**config.mk**
```make
export PLATFORM = sky130hd
export DESIGN_NAME = lfsr_word_gen
export DESIGN_NICKNAME = d
export VERILOG_FILES = /design/src/rtl/lfsr_word_gen_pkg.sv /design/src/rtl/lfsr_word_gen_lfsr.sv /design/src/rtl/lfsr_word_gen.sv
export SDC_FILE = /design/constraint.sdc
export NUM_CORES = 1
export LEC_CHECK = 0
export CORE_MARGIN = 4
export CORE_UTILIZATION = 52
export DETAILED_ROUTE_END_ITERATION = 12
export GPL_TIMING_DRIVEN = 0
export PLACE_DENSITY_LB_ADDON = 0.05
export RECOVER_POWER = 25
export SETUP_SLACK_MARGIN = 0.3
export SLEW_MARGIN = 20
export SYNTH_ARGS = -nofsm -noshare
export SYNTH_HDL_FRONTEND = slang
export SYNTH_SLANG_ARGS = --single-unit
export TNS_END_PERCENT = 50
```
**constraint.sdc**
```tcl
create_clock -name clk -period 2.4 [get_ports clk]
set_clock_uncertainty 0.05 [all_clocks]
set_input_delay 0.48 -clock clk [delete_from_list [all_inputs] [get_ports clk]]
set_output_delay 0.48 -clock clk [all_outputs]
set_load 0.01 [all_outputs]
```
**src/rtl/lfsr_word_gen_pkg.sv**
```systemverilog
// lfsr_word_gen_pkg
//   Shared types and helpers for the LFSR word generator.
//   state_t   : controller FSM states
//   idx_width : width of the in-word bit index for a given word width
package lfsr_word_gen_pkg;

  typedef enum logic [1:0] {
    IDLE,
    LOAD,
    RUN,
    WAIT
  } state_t;

  // ceil(log2(w)), never less than one bit
  function automatic int unsigned idx_width(input int unsigned w);
    return (w <= 1) ? 1 : $clog2(w);
  endfunction

endpackage

```
**src/rtl/lfsr_word_gen_lfsr.sv**
```systemverilog
// lfsr_word_gen_lfsr
//   Serial LFSR. The register shifts toward bit 0; the feedback bit enters
//   at bit nbits-1. q[0] always feeds back, so tap[0] has no effect.
//   clk  : clock
//   rst  : synchronous, active-high; loads seed
//   en   : advance one step
//   seed : value loaded on rst
//   tap  : feedback tap mask (bit 0 ignored)
//   out  : current serial output, q[0]
module lfsr_word_gen_lfsr #(
  parameter int unsigned nbits = 8
) (
  input  logic             clk,
  input  logic             rst,
  input  logic             en,
  input  logic [nbits-1:0] seed,
  input  logic [nbits-1:0] tap,
  output logic             out
);

  logic [nbits-1:0] q;
  logic [nbits-1:0] tap_eff;
  logic [nbits-1:0] q_next;
  logic             fb;

  always_comb begin
    tap_eff    = tap;
    tap_eff[0] = 1'b0;
    fb         = q[0] ^ (^(q & tap_eff));
    q_next     = q >> 1;
    q_next[nbits-1] = fb;
  end

  always_ff @(posedge clk) begin
    if (rst) begin
      q <= seed;
    end else if (en) begin
      q <= q_next;
    end
  end

  assign out = q[0];

endmodule

```
**src/rtl/lfsr_word_gen.sv**
```systemverilog
// lfsr_word_gen
//   Command-driven controller around an LFSR: latches taps/seed/word count,
//   seeds the LFSR, then packs its serial output LSB-first into wbits-wide
//   words delivered on a valid/ready stream. The LFSR only advances while a
//   word is being assembled, so backpressure never drops or skips bits.
//   clk, rst          : clock, asynchronous active-low reset
//   cfg_val/cfg_rdy   : configuration handshake (ready only in IDLE)
//   cfg_tap/cfg_seed  : LFSR tap mask and seed
//   cfg_nwords        : number of words to produce (0 completes at once)
//   abort             : cancel the current run, no done pulse
//   out_val/out_rdy   : output word handshake
//   out_msg           : packed word, first LFSR bit at bit 0
//   busy              : not in IDLE
//   done              : one-cycle pulse after the final word handshake
module lfsr_word_gen
  import lfsr_word_gen_pkg::*;
#(
  parameter int unsigned nbits = 8,
  parameter int unsigned wbits = 8,
  parameter int unsigned cbits = 8
) (
  input  logic             clk,
  input  logic             rst,
  input  logic             cfg_val,
  output logic             cfg_rdy,
  input  logic [nbits-1:0] cfg_tap,
  input  logic [nbits-1:0] cfg_seed,
  input  logic [cbits-1:0] cfg_nwords,
  input  logic             abort,
  output logic             out_val,
  input  logic             out_rdy,
  output logic [wbits-1:0] out_msg,
  output logic             busy,
  output logic             done
);

  localparam int unsigned IW = idx_width(wbits);

  state_t           state;
  logic [cbits-1:0] remaining;
  logic [IW-1:0]    bit_idx;
  logic [wbits-1:0] pack;
  logic [wbits-1:0] pack_next;
  logic [nbits-1:0] tap_q;
  logic [nbits-1:0] seed_q;
  logic             lfsr_out;
  logic             lfsr_rst;
  logic             lfsr_en;

  // The LFSR reset is synchronous; holding it during the async reset keeps
  // it loaded with the (cleared) seed latch until the controller is released.
  assign lfsr_rst = !rst || (state == LOAD);
  assign lfsr_en  = (state == RUN);
  assign cfg_rdy  = (state == IDLE);
  assign busy     = (state != IDLE);

  always_comb begin
    pack_next          = pack;
    pack_next[bit_idx] = lfsr_out;
  end

  always_ff @(posedge clk or negedge rst) begin
    if (!rst) begin
      state     <= IDLE;
      remaining <= '0;
      bit_idx   <= '0;
      pack      <= '0;
      tap_q     <= '0;
      seed_q    <= '0;
      out_val   <= 1'b0;
      out_msg   <= '0;
      done      <= 1'b0;
    end else begin
      done <= 1'b0;
      case (state)
        IDLE: begin
          if (cfg_val) begin
            tap_q     <= cfg_tap;
            seed_q    <= cfg_seed;
            remaining <= cfg_nwords;
            if (cfg_nwords == '0) begin
              done <= 1'b1;
            end else begin
              state <= LOAD;
            end
          end
        end
        LOAD: begin
          if (abort) begin
            state <= IDLE;
          end else begin
            state   <= RUN;
            bit_idx <= '0;
          end
        end
        RUN: begin
          if (abort) begin
            state <= IDLE;
          end else begin
            pack <= pack_next;
            // The last bit goes straight into out_msg via pack_next, so the
            // word is complete on the same edge the final bit is sampled.
            if (bit_idx == IW'(wbits - 1)) begin
              out_msg <= pack_next;
              out_val <= 1'b1;
              state   <= WAIT;
            end else begin
              bit_idx <= bit_idx + 1'b1;
            end
          end
        end
        WAIT: begin
          if (abort) begin
            out_val <= 1'b0;
            state   <= IDLE;
          end else if (out_rdy) begin
            out_val <= 1'b0;
            if (remaining != '0) begin
              remaining <= remaining - 1'b1;
            end
            if (remaining <= cbits'(1)) begin
              state <= IDLE;
              done  <= 1'b1;
            end else begin
              state   <= RUN;
              bit_idx <= '0;
            end
          end
        end
        default: state <= IDLE;
      endcase
    end
  end

  lfsr_word_gen_lfsr #(
    .nbits(nbits)
  ) u_lfsr (
    .clk (clk),
    .rst (lfsr_rst),
    .en  (lfsr_en),
    .seed(seed_q),
    .tap (tap_q),
    .out (lfsr_out)
  );

endmodule

```
==> impl_metrics.json, run 1 <==
{
  "outcome": "complete, no violations",
  "synth_adder_area_share": 0.03995,
  "synth.ff_latch_count": 54,
  "yosys_warnings": 0,
  "worst_ir_drop_vdd_v": 0.0005547,
  "synth_top_cell_by_area": "sky130_fd_sc_hd__dfrtp_1",
  "cts_root_buffer": "sky130_fd_sc_hd__clkbuf_8",
  "cell_count_of_the_worst_reg_to_reg_path": 6,
  "filler_free_cell_count_of_the_finished_design": 386,
  "hold_violations": 0,
  "synth-async-reset-ratio": 0.8519,
  "critical_path.startpoint_type": "flip-flop",
  "routedWlPerCell_um": 14.08,
  "reg2reg_setup_slack_ns": 0.43,
  "avgSynthCellArea_um2": 10.60,
  "min_period_over_period": 0.8192,
  "synth_simple_gate_area_share": 0.1345,
  "maximum_number_of_pins_on_one_net_before_global_route_repair": 28,
  "number_of_enable_type_register_cells_in_the_synthesized_netlist": 8,
  "groute.layer.met2.usage": 0.3176,
  "worst_slew_margin_rel": 0.6678,
  "pwr_density_cell_nw_per_um2": 1023,
  "clock_tree.buffer_depth": 2,
  "synth.lib_cells_used.distinct": 38,
  "crit_path_end_kind": "flip-flop",
  "final.fill_count": 421,
  "main_combinational_cell_family_by_area_after_synthesis": "multiplexers",
  "placed_cells": 376,
  "post-synth-top-count-cell": "sky130_fd_sc_hd__dfrtp_1",
  "final_net_count": 353,
  "grt_first_pass_wirelength_mm": 9.439,
  "antenna_found_initial": 0,
  "grt_use_total": 0.1827,
  "antenna_violating_nets_post_route": 0,
  "layout-area-overhead-vs-synth_pct": 22.02,
  "worstSetupPathType": "reg2reg",
  "die_w_um": 81.63,
  "grt_util_met3": 0.03289,
  "vias": 2053,
  "critical_path.reg2reg.endpoint": "bit_idx[0]",
  "worst-endpoint-required_ns": 2.55,
  "h_tree_lvls": 2,
  "core_um2": 5172,
  "post_synthesis_cell_count": 266,
  "drt-vias-per-instance": 5.319,
  "finalHoldWorstSlack_ns": 0.07626,
  "grt_pass1_vias": 2080,
  "port_buffer_cells": 39,
  "finalWeightedCongestion": 0.8734,
  "std_cell_rows": 26,
  "yosys.area_share.xor_xnor": 0.02175,
  "setup_viol": 0,
  "cts.reportedPaths.clkPinSlew_ns": 0.10,
  "critical_path.max_fanout": 5,
  "total_wire_length_after_detailed_routing_mm": 5.433,
  "finalMaxSlewViolations": 0,
  "synth_top_area_share": 0.4083,
  "grt.met1_usage": 0.2343,
  "design.die.area_um2": 6663,
  "start_util": 0.5450,
  "tritoncts_clock_tree": "done",
  "rsz_0062_raised_after_global_routing": "yes",
  "synth.mux.area_fraction": 0.1593,
  "maxClockFrequency_mhz": 508.6,
  "fraction_of_the_mapped_netlist_area_in_compound_gates": 0.1185,
  "floorplan.io_pins": 41,
  "holdCritPathClass": "in2async",
  "clk_latency_ns": 0.30,
  "post_synth_instance_area_um2": 2819,
  "post-route-drc-count": 0,
  "grt_most_used_layer": "met2",
  "crit-reg2reg-launch": "remaining[0]",
  "postSynth.topFlopCell": "sky130_fd_sc_hd__dfrtp_1",
  "grt_overflow_total": 0,
  "cts.sink_count": 54,
  "tightestPinTransition_ns": 0.4984,
  "dp_hpwl_mm": 4.085,
  "antenna_cells_inserted": 0,
  "leakagePower_nw": 1.471,
  "min_period_ns": 1.966,
  "cts_made_buffers": 5,
  "maxCapViolations": 0,
  "detailedRoute.firstPassIterationCount": 4,
  "arrival_ns": 2.11,
  "ys_top_cells_by_count": "sky130_fd_sc_hd__dfrtp_1, sky130_fd_sc_hd__nand2_1, sky130_fd_sc_hd__mux2_2",
  "layout_cells_sized_above_1": 0.1899,
  "synth_seq_area_share": 0.4936,
  "die_height_um": 81.63,
  "detailedRoute.firstIterationViolations": 84,
  "syn_nets": 304,
  "synth_top_cells_by_area": "sky130_fd_sc_hd__dfrtp_1, sky130_fd_sc_hd__mux2_2, sky130_fd_sc_hd__edfxtp_1"
}
## per-stage QoR
step,utilization,TNS [ns],total power [mW],setup WS [ns],instance area (um2)
finish,0.6650,0,3.520,0.4339,3440
global placement,0.6374,-46.45,2.958,-1.326,3297
CTS,0.6626,0,3.565,0.2542,3427
floorplan,-,0,2.592,0.6051,2819
detailed placement,0.6403,-0.01722,3.002,-0.01722,3312
global route,0.6650,0,3.804,0.2785,3440
## cell usage in the layout (no fill, tap or decap), types with 3 or more instances in the layout
cell,instances
sky130_fd_sc_hd__dfrtp_1,46
sky130_fd_sc_hd__inv_1,9
sky130_fd_sc_hd__nand3_1,6
sky130_fd_sc_hd__buf_2,5
sky130_fd_sc_hd__edfxtp_1,8
sky130_fd_sc_hd__clkbuf_8,5
sky130_fd_sc_hd__mux2_2,31
sky130_fd_sc_hd__clkbuf_1,7
sky130_fd_sc_hd__clkdlybuf4s50_1,35
sky130_fd_sc_hd__o21ai_0,18
sky130_fd_sc_hd__a21oi_1,10
sky130_fd_sc_hd__mux2i_1,10
sky130_fd_sc_hd__nor2b_1,4
sky130_fd_sc_hd__o22a_1,6
sky130_fd_sc_hd__nor2_1,21
sky130_fd_sc_hd__ha_1,8
sky130_fd_sc_hd__xor2_1,3
sky130_fd_sc_hd__nand2_1,39
sky130_fd_sc_hd__xnor2_1,4
## repair_timing
item | in CTS | in global routing
buffers inserted | 2 | 0
setup endpoints to repair | 10 | 26
gates resized for setup | 5 | 6
hold buffers | 0 | 0
pin swaps | 0 | 0
## worst max-delay path, stage by stage, from the launching register on
cell and delay (ns):
sky130_fd_sc_hd__dfrtp_1 0.43, sky130_fd_sc_hd__inv_1 0.10, sky130_fd_sc_hd__ha_1 0.26, sky130_fd_sc_hd__nor2_1 0.19
sky130_fd_sc_hd__o21bai_1 0.09, sky130_fd_sc_hd__a21oi_1 0.36, sky130_fd_sc_hd__mux2_2 0.38
## power breakdown
| group | switching, mW | leakage (nW) | internal [mW] |
|---|---|---|---|
| clock network | 0.294 | 0.0452 | 0.207 |
| registers | 0.198 | 0.662 | 1.29 |
| logic | 0.757 | 0.764 | 0.776 |
| total | 1.25 | 1.47 | 2.27 |
## kinds of logic (layout without fill, tap and decap cells)
| logic type | count (synthesis) | after routing |
|---|---|---|
| AND/OR/NAND/NOR | 83 | 83 |
| buffers and inverters | 23 | 73 |
| XOR/XNOR | 7 | 7 |
| AO/OA/AOI/OAI | 49 | 49 |
| flip-flops | 54 | 54 |
| multiplexers | 41 | 41 |
| adder cells (fa/ha/maj) | 9 | 9 |
## metal layers
| metal | part of all wire | wire length [um] |
|---|---|---|
| met3 | 0.026 | 141 |
| met4 | 0.011 | 62 |
| met2 | 0.50 | 2731 |
| met1 | 0.46 | 2497 |
| met5 | 0 | 0 |
## final cells by class
type | count | area, um2 | share of cell area
Buffer | 13 | 55.05 | 0.01601
Tap cell | 70 | 87.58 | 0.02546
Multi-Input combinational cell | 189 | 1358 | 0.3947
Clock inverter | 2 | 13.76 | 0.004001
Sequential cell | 54 | 1391 | 0.4045
Timing Repair Buffer | 42 | 424.2 | 0.1233
Clock buffer | 6 | 72.57 | 0.02110
Inverter | 10 | 37.54 | 0.01091
## flip-flops by register name (all words and copies together), names as in the netlist
register	count
remaining	8
done	1
out_val	1
pack	8
bit_idx	3
out_msg	8
u_lfsr.q	8
seed_q	8
state	2
tap_q	7
## worst max-delay path by stage
stage | slack, ns | to | cells after the start | start
final | 0.43 | bit_idx[0] | 6 | remaining[0]
after global routing | 0.28 | bit_idx[0] | 6 | remaining[0]
after CTS | 0.25 | busy | 4 | state[0]
after detailed placement | -0.02 | remaining[0] | 7 | abort
after global placement | -1.33 | u_lfsr.q[6] | 4 | rst
after floorplan | 0.61 | remaining[0] | 7 | state[0]
No activity file was read; power rests on OpenSTA's default activity.
==> inputs of run 2 (changes only) <==
- clock period: 2.4 -> 1.9 ns (I/O delays scaled with it)
==> run 2 against run 1 <==
Compared with the run above: critical path depth stayed put; non-clock buffer count is 19 higher; routed wire length is 10% higher; utilization is 7.3 points higher.
==> impl_metrics.json, run 2 (synthesis gave the netlist of run 1 again) <==
{
  "grt_first_pass_wirelength_mm": 9.549,
  "drt-vias-per-instance": 5.385,
  "clk_latency_ns": 0.30,
  "total_wire_length_after_detailed_routing_mm": 5.977,
  "setup_tns_ns": 0,
  "layout_cells_sized_above_1": 0.3433,
  "routedWlPerCell_um": 14.76,
  "setup_viol": 0,
  "post-route-drc-count": 0,
  "vias": 2181,
  "finalWeightedCongestion": 0.8158,
  "worstSetupPathType": "reg2reg",
  "rsz_0062_raised_after_global_routing": "yes",
  "port_buffer_cells": 39,
  "detailedRoute.firstPassIterationCount": 5,
  "arrival_ns": 1.87,
  "maxClockFrequency_mhz": 579.4,
  "cts_made_buffers": 5,
  "worst_slew_margin_rel": 0.4602,
  "die_w_um": 81.63,
  "placed_cells": 376,
  "tritoncts_clock_tree": "done",
  "final_cell_mix": "sky130_fd_sc_hd__dfrtp_1, sky130_fd_sc_hd__clkdlybuf4s50_1, sky130_fd_sc_hd__nand2_1",
  "crit-reg2reg-launch": "state[1]",
  "dp_hpwl_mm": 3.945,
  "layout-area-overhead-vs-synth_pct": 35.46,
  "min_period_over_period": 0.9083,
  "cts.sink_count": 54,
  "outcome": "complete, no violations",
  "antenna_violating_nets_post_route": 0,
  "min_period_ns": 1.726,
  "antenna_cells_inserted": 0,
  "filler_free_cell_count_of_the_finished_design": 405,
  "antenna_found_initial": 0,
  "leakagePower_nw": 1.585,
  "h_tree_lvls": 2,
  "pwr_density_cell_nw_per_um2": 1287,
  "die_height_um": 81.63,
  "finalMaxSlewViolations": 0,
  "grt_pass1_vias": 2163,
  "holdCritPathClass": "in2async",
  "start_util": 0.5450,
  "worst_ir_drop_vdd_v": 0.0007731,
  "grt_overflow_total": 0,
  "design.die.area_um2": 6663,
  "cts.reportedPaths.clkPinSlew_ns": 0.10,
  "clock_tree.buffer_depth": 2,
  "layout_commonest_cell": "sky130_fd_sc_hd__dfrtp_1",
  "detailedRoute.firstIterationViolations": 54,
  "crit_path_end_kind": "flip-flop",
  "worst-endpoint-required_ns": 2.04,
  "critical_path.startpoint_type": "flip-flop",
  "final_net_count": 372,
  "cts_root_buffer": "sky130_fd_sc_hd__clkbuf_8",
  "floorplan.io_pins": 41,
  "power.total_mw": 4.916,
  "critical_path.max_fanout": 7,
  "core_um2": 5172,
  "tightestPinTransition_ns": 0.8070,
  "maxCapViolations": 0,
  "grt_use_total": 0.1860,
  "cp-startpoint": "state[1]",
  "hold_violations": 0,
  "maximum_number_of_pins_on_one_net_before_global_route_repair": 29,
  "std_cell_rows": 26
}
run 2: cell types whose count changed in the layout (fill, tap and decap cells not counted), moves of 4 or more:
| cell | before | now |
|---|---|---|
| sky130_fd_sc_hd__inv_2 | 1 | 5 |
| sky130_fd_sc_hd__buf_6 | 0 | 4 |
| sky130_fd_sc_hd__ha_1 | 8 | 2 |
| sky130_fd_sc_hd__inv_1 | 9 | 5 |
| sky130_fd_sc_hd__buf_4 | 2 | 18 |
| sky130_fd_sc_hd__o21ai_1 | 1 | 8 |
| sky130_fd_sc_hd__o21ai_0 | 18 | 8 |
| sky130_fd_sc_hd__nand2_2 | 1 | 7 |
| sky130_fd_sc_hd__nand2_1 | 39 | 30 |
run 2: routing by layer:
| metal | up-vias | routed length [um] | GRT usage |
|---|---|---|---|
| met3 | 4 | 192 | 0.04386 |
| met4 | 0 | 43 | 0.04651 |
| met5 | - | 0 | 0 |
| met1 | 1076 | 2634 | 0.2265 |
| li1 | 1067 | - | - |
| met2 | 34 | 3106 | 0.3314 |
run 2: final timing paths:
check,to,slack (ns),cells after the start
max in group asynchronous,seed_q[1],0.64,2
max,remaining[2],0.17,6
max reg2reg,remaining[2],0.17,6
min in group clk,out_msg[4],0.45,2
min reg2reg,out_msg[4],0.45,2
min,out_msg[1],0.29,3
run 2: area by class of cell:
type                    count  area, um2
well taps                  70      87.58
fillers                   368       1354
plain buffers              13      96.34
repair buffers             61      574.3
inverters                  10      37.54
clock inverters             1      7.507
multi-input cells         189       1546
flip-flops and latches     54       1393
clock buffers               7      76.32
run 2: metrics by stage:
step                utilization  hold WS (ns)  setup WS (ns)  area (um2)
floorplan                     -       0.03441         0.2454        2858
finish                   0.7383        0.2914         0.1742        3819
CTS                      0.7034       0.07326         0.1783        3638
global route             0.7383        0.2904        0.09702        3819
global placement         0.6449        0.4111         -1.628        3336
detailed placement       0.6478        0.2993        -0.3545        3351
run 2: repair_timing:
item	in CTS	in global routing
gates resized for setup	42	40
buffers inserted	10	7
hold buffers	2	0
endpoints found under the hold margin	18	0
endpoints found under the setup margin	67	68
cloned	1	1
pin swaps	11	16
run 2: worst max-delay path: stages, from the launching register on:
cell and delay [ns]:
sky130_fd_sc_hd__dfrtp_2 0.43, sky130_fd_sc_hd__inv_2 0.08, sky130_fd_sc_hd__ha_4 0.20, sky130_fd_sc_hd__a221oi_4 0.34, sky130_fd_sc_hd__o21ai_4 0.15, sky130_fd_sc_hd__buf_6 0.16, sky130_fd_sc_hd__o22a_2 0.21
run 2: where the power goes:
| group | switching (mW) | internal, mW | leakage (nW) |
|---|---|---|---|
| registers | 0.268 | 1.63 | 0.660 |
| clock network | 0.358 | 0.262 | 0.0385 |
| logic | 1.12 | 1.28 | 0.886 |
==> inputs of run 3 (changes only) <==
- CORE_UTILIZATION: 52 -> 40
- CTS_CLUSTER_DIAMETER: default -> 200
==> run 3 against run 2 <==
Compared with the run above: register-to-register slack got worse by 0.02 ns; critical path type unchanged; worst setup slack got worse by 0.021 ns; clock power up 29%; global-route usage shrank 3.7 points; highest routed layer unchanged; count of clock-buffer cells in the layout down 2; sequential power about the same; sequential cell count is the same; critical endpoint is now pack[6]; sequential share of layout area fell by 0.74 points; via count shrank 2.0%.
==> impl_metrics.json, run 3 (synthesis gave the netlist of run 1 again) <==
{
  "start_util": 0.4126,
  "dp_hpwl_mm": 4.014,
  "cp.buffers_inverters": 2,
  "final_cell_mix": "sky130_fd_sc_hd__dfrtp_1, sky130_fd_sc_hd__nand2_1, sky130_fd_sc_hd__clkdlybuf4s50_1",
  "multiInputGateArea_um2": 1550,
  "post-route-drc-count": 0,
  "antenna_violating_nets_post_route": 0,
  "design.die.area_um2": 8455,
  "routedWlPerCell_um": 14.05,
  "worst_ir_drop_vdd_v": 0.0007048,
  "finalHoldWorstSlack_ns": 0.02332,
  "critical_path.max_fanout": 4,
  "antenna_cells_inserted": 0,
  "worstSetupPathType": "reg2reg",
  "port_buffer_cells": 39,
  "die_w_um": 91.95,
  "detailedRoute.firstIterationViolations": 46,
  "crit_family": "simple AND/OR/NAND/NOR gates",
  "holdCritPathClass": "in2async",
  "power.total_mw": 5.203,
  "maxCapViolations": 0,
  "critical_path.startpoint_type": "flip-flop",
  "clock_tree.buffer_depth": 2,
  "min_period_over_period": 0.9192,
  "cts_made_buffers": 5,
  "antenna_found_initial": 0,
  "finalWeightedCongestion": 0.7868,
  "arrival_ns": 1.90,
  "floorplan.io_pins": 41,
  "total_wire_length_after_detailed_routing_mm": 6.054,
  "drt-vias-per-instance": 4.958,
  "detailedRoute.firstPassIterationCount": 5,
  "maxClockFrequency_mhz": 572.6,
  "tightestPinTransition_ns": 0.6261,
  "worst_slew_margin_rel": 0.5826,
  "final.fill_count": 619,
  "cell_count_of_the_worst_reg_to_reg_path": 7,
  "core_um2": 6832,
  "final_net_count": 372,
  "rsz_0062_raised_after_global_routing": "yes",
  "layout-area-overhead-vs-synth_pct": 38.13,
  "pwr_density_cell_nw_per_um2": 1336,
  "setup_viol": 0,
  "crit_slowest_cell": "sky130_fd_sc_hd__dfrtp_1",
  "die_height_um": 91.95,
  "leakagePower_nw": 1.687,
  "cts_root_buffer": "sky130_fd_sc_hd__clkbuf_8",
  "cts.reportedPaths.clkPinSlew_ns": 0.10,
  "crit_path_end_kind": "flip-flop",
  "hold_violations": 0,
  "outcome": "complete, no violations",
  "finalMaxSlewViolations": 0,
  "timing.critical_path.cells": "buf_6 > ha_4 > buf_6 > nor2b_4 > and2b_2 > nand3_2 > mux2_4",
  "tritoncts_clock_tree": "done",
  "std_cell_rows": 30,
  "cts.sink_count": 54,
  "layout_cells_sized_above_1": 0.3433,
  "clk_latency_ns": 0.31,
  "min_period_ns": 1.746,
  "grt_overflow_total": 0,
  "number_of_cells_on_the_critical_path": 7,
  "worst-endpoint-required_ns": 2.05,
  "layout_commonest_cell": "sky130_fd_sc_hd__dfrtp_1",
  "storage_element_area_um2": 1391,
  "grt_pass1_vias": 2165,
  "vias": 2137,
  "maximum_number_of_pins_on_one_net_before_global_route_repair": 48,
  "cpPeakStageDelay_ns": 0.42,
  "h_tree_lvls": 2,
  "grt_use_total": 0.1487,
  "timing.critical_path.mode_cell": "sky130_fd_sc_hd__buf_6",
  "layout.core_utilization": 0.5700,
  "grt_first_pass_wirelength_mm": 10.05
}
-- run 3: cell type report --
class / count / share of cell area
Multi-Input combinational cell: 189 / 0.3981
Timing Repair Buffer: 61 / 0.1494
Inverter: 10 / 0.009640
Clock buffer: 5 / 0.01767
Sequential cell: 54 / 0.3573
Tap cell: 96 / 0.03085
Clock inverter: 3 / 0.01093
Buffer: 13 / 0.02603
-- run 3: what timing repair did --
item | in CTS | in global routing
cloned | 2 | 1
setup buffers | 13 | 6
setup endpoints to repair | 68 | 68
pin swaps | 8 | 13
hold buffers | 0 | 0
gates resized for setup | 53 | 34
-- run 3: worst paths after layout --
kind	start	end	slack [ns]
worst max-delay path	state[1]	pack[6]	0.15
worst max register to register	state[1]	pack[6]	0.15
worst min register to register	out_msg[4]	out_msg[4]	0.44
min in group clk	cfg_nwords[1]	remaining[1]	0.38
worst min-delay path	rst	out_msg[1]	0.02
max in group asynchronous	rst	remaining[7]	1.35
-- run 3: per-stage QoR --
step / instance area (um2) / worst slack [ns] / TNS [ns] / cells
floorplan: 2858 / 0.2454 / 0 / 266
global placement: 3368 / -1.735 / -81.03 / 401
detailed placement: 3366 / -0.3799 / -6.623 / 401
CTS: 3729 / 0.1669 / 0 / 424
global route: 3894 / 0.1050 / 0 / 431
finish: 3894 / 0.1535 / 0 / 431
-- run 3: report_power, final --
group          internal (mW)  switching, mW
combinational           1.37           1.14
sequential              1.63          0.265
clock                  0.394          0.403
total                   3.39           1.81
-- run 3: per-layer routing --
metal / part of all wire / global-route usage / up-vias
met4: 0.010 / 0.03465 / 0
met1: 0.47 / 0.1981 / 1032
li1: - / - / 1065
met3: 0.034 / 0.03774 / 7
met5: 0 / 0 / -
met2: 0.49 / 0.2433 / 33
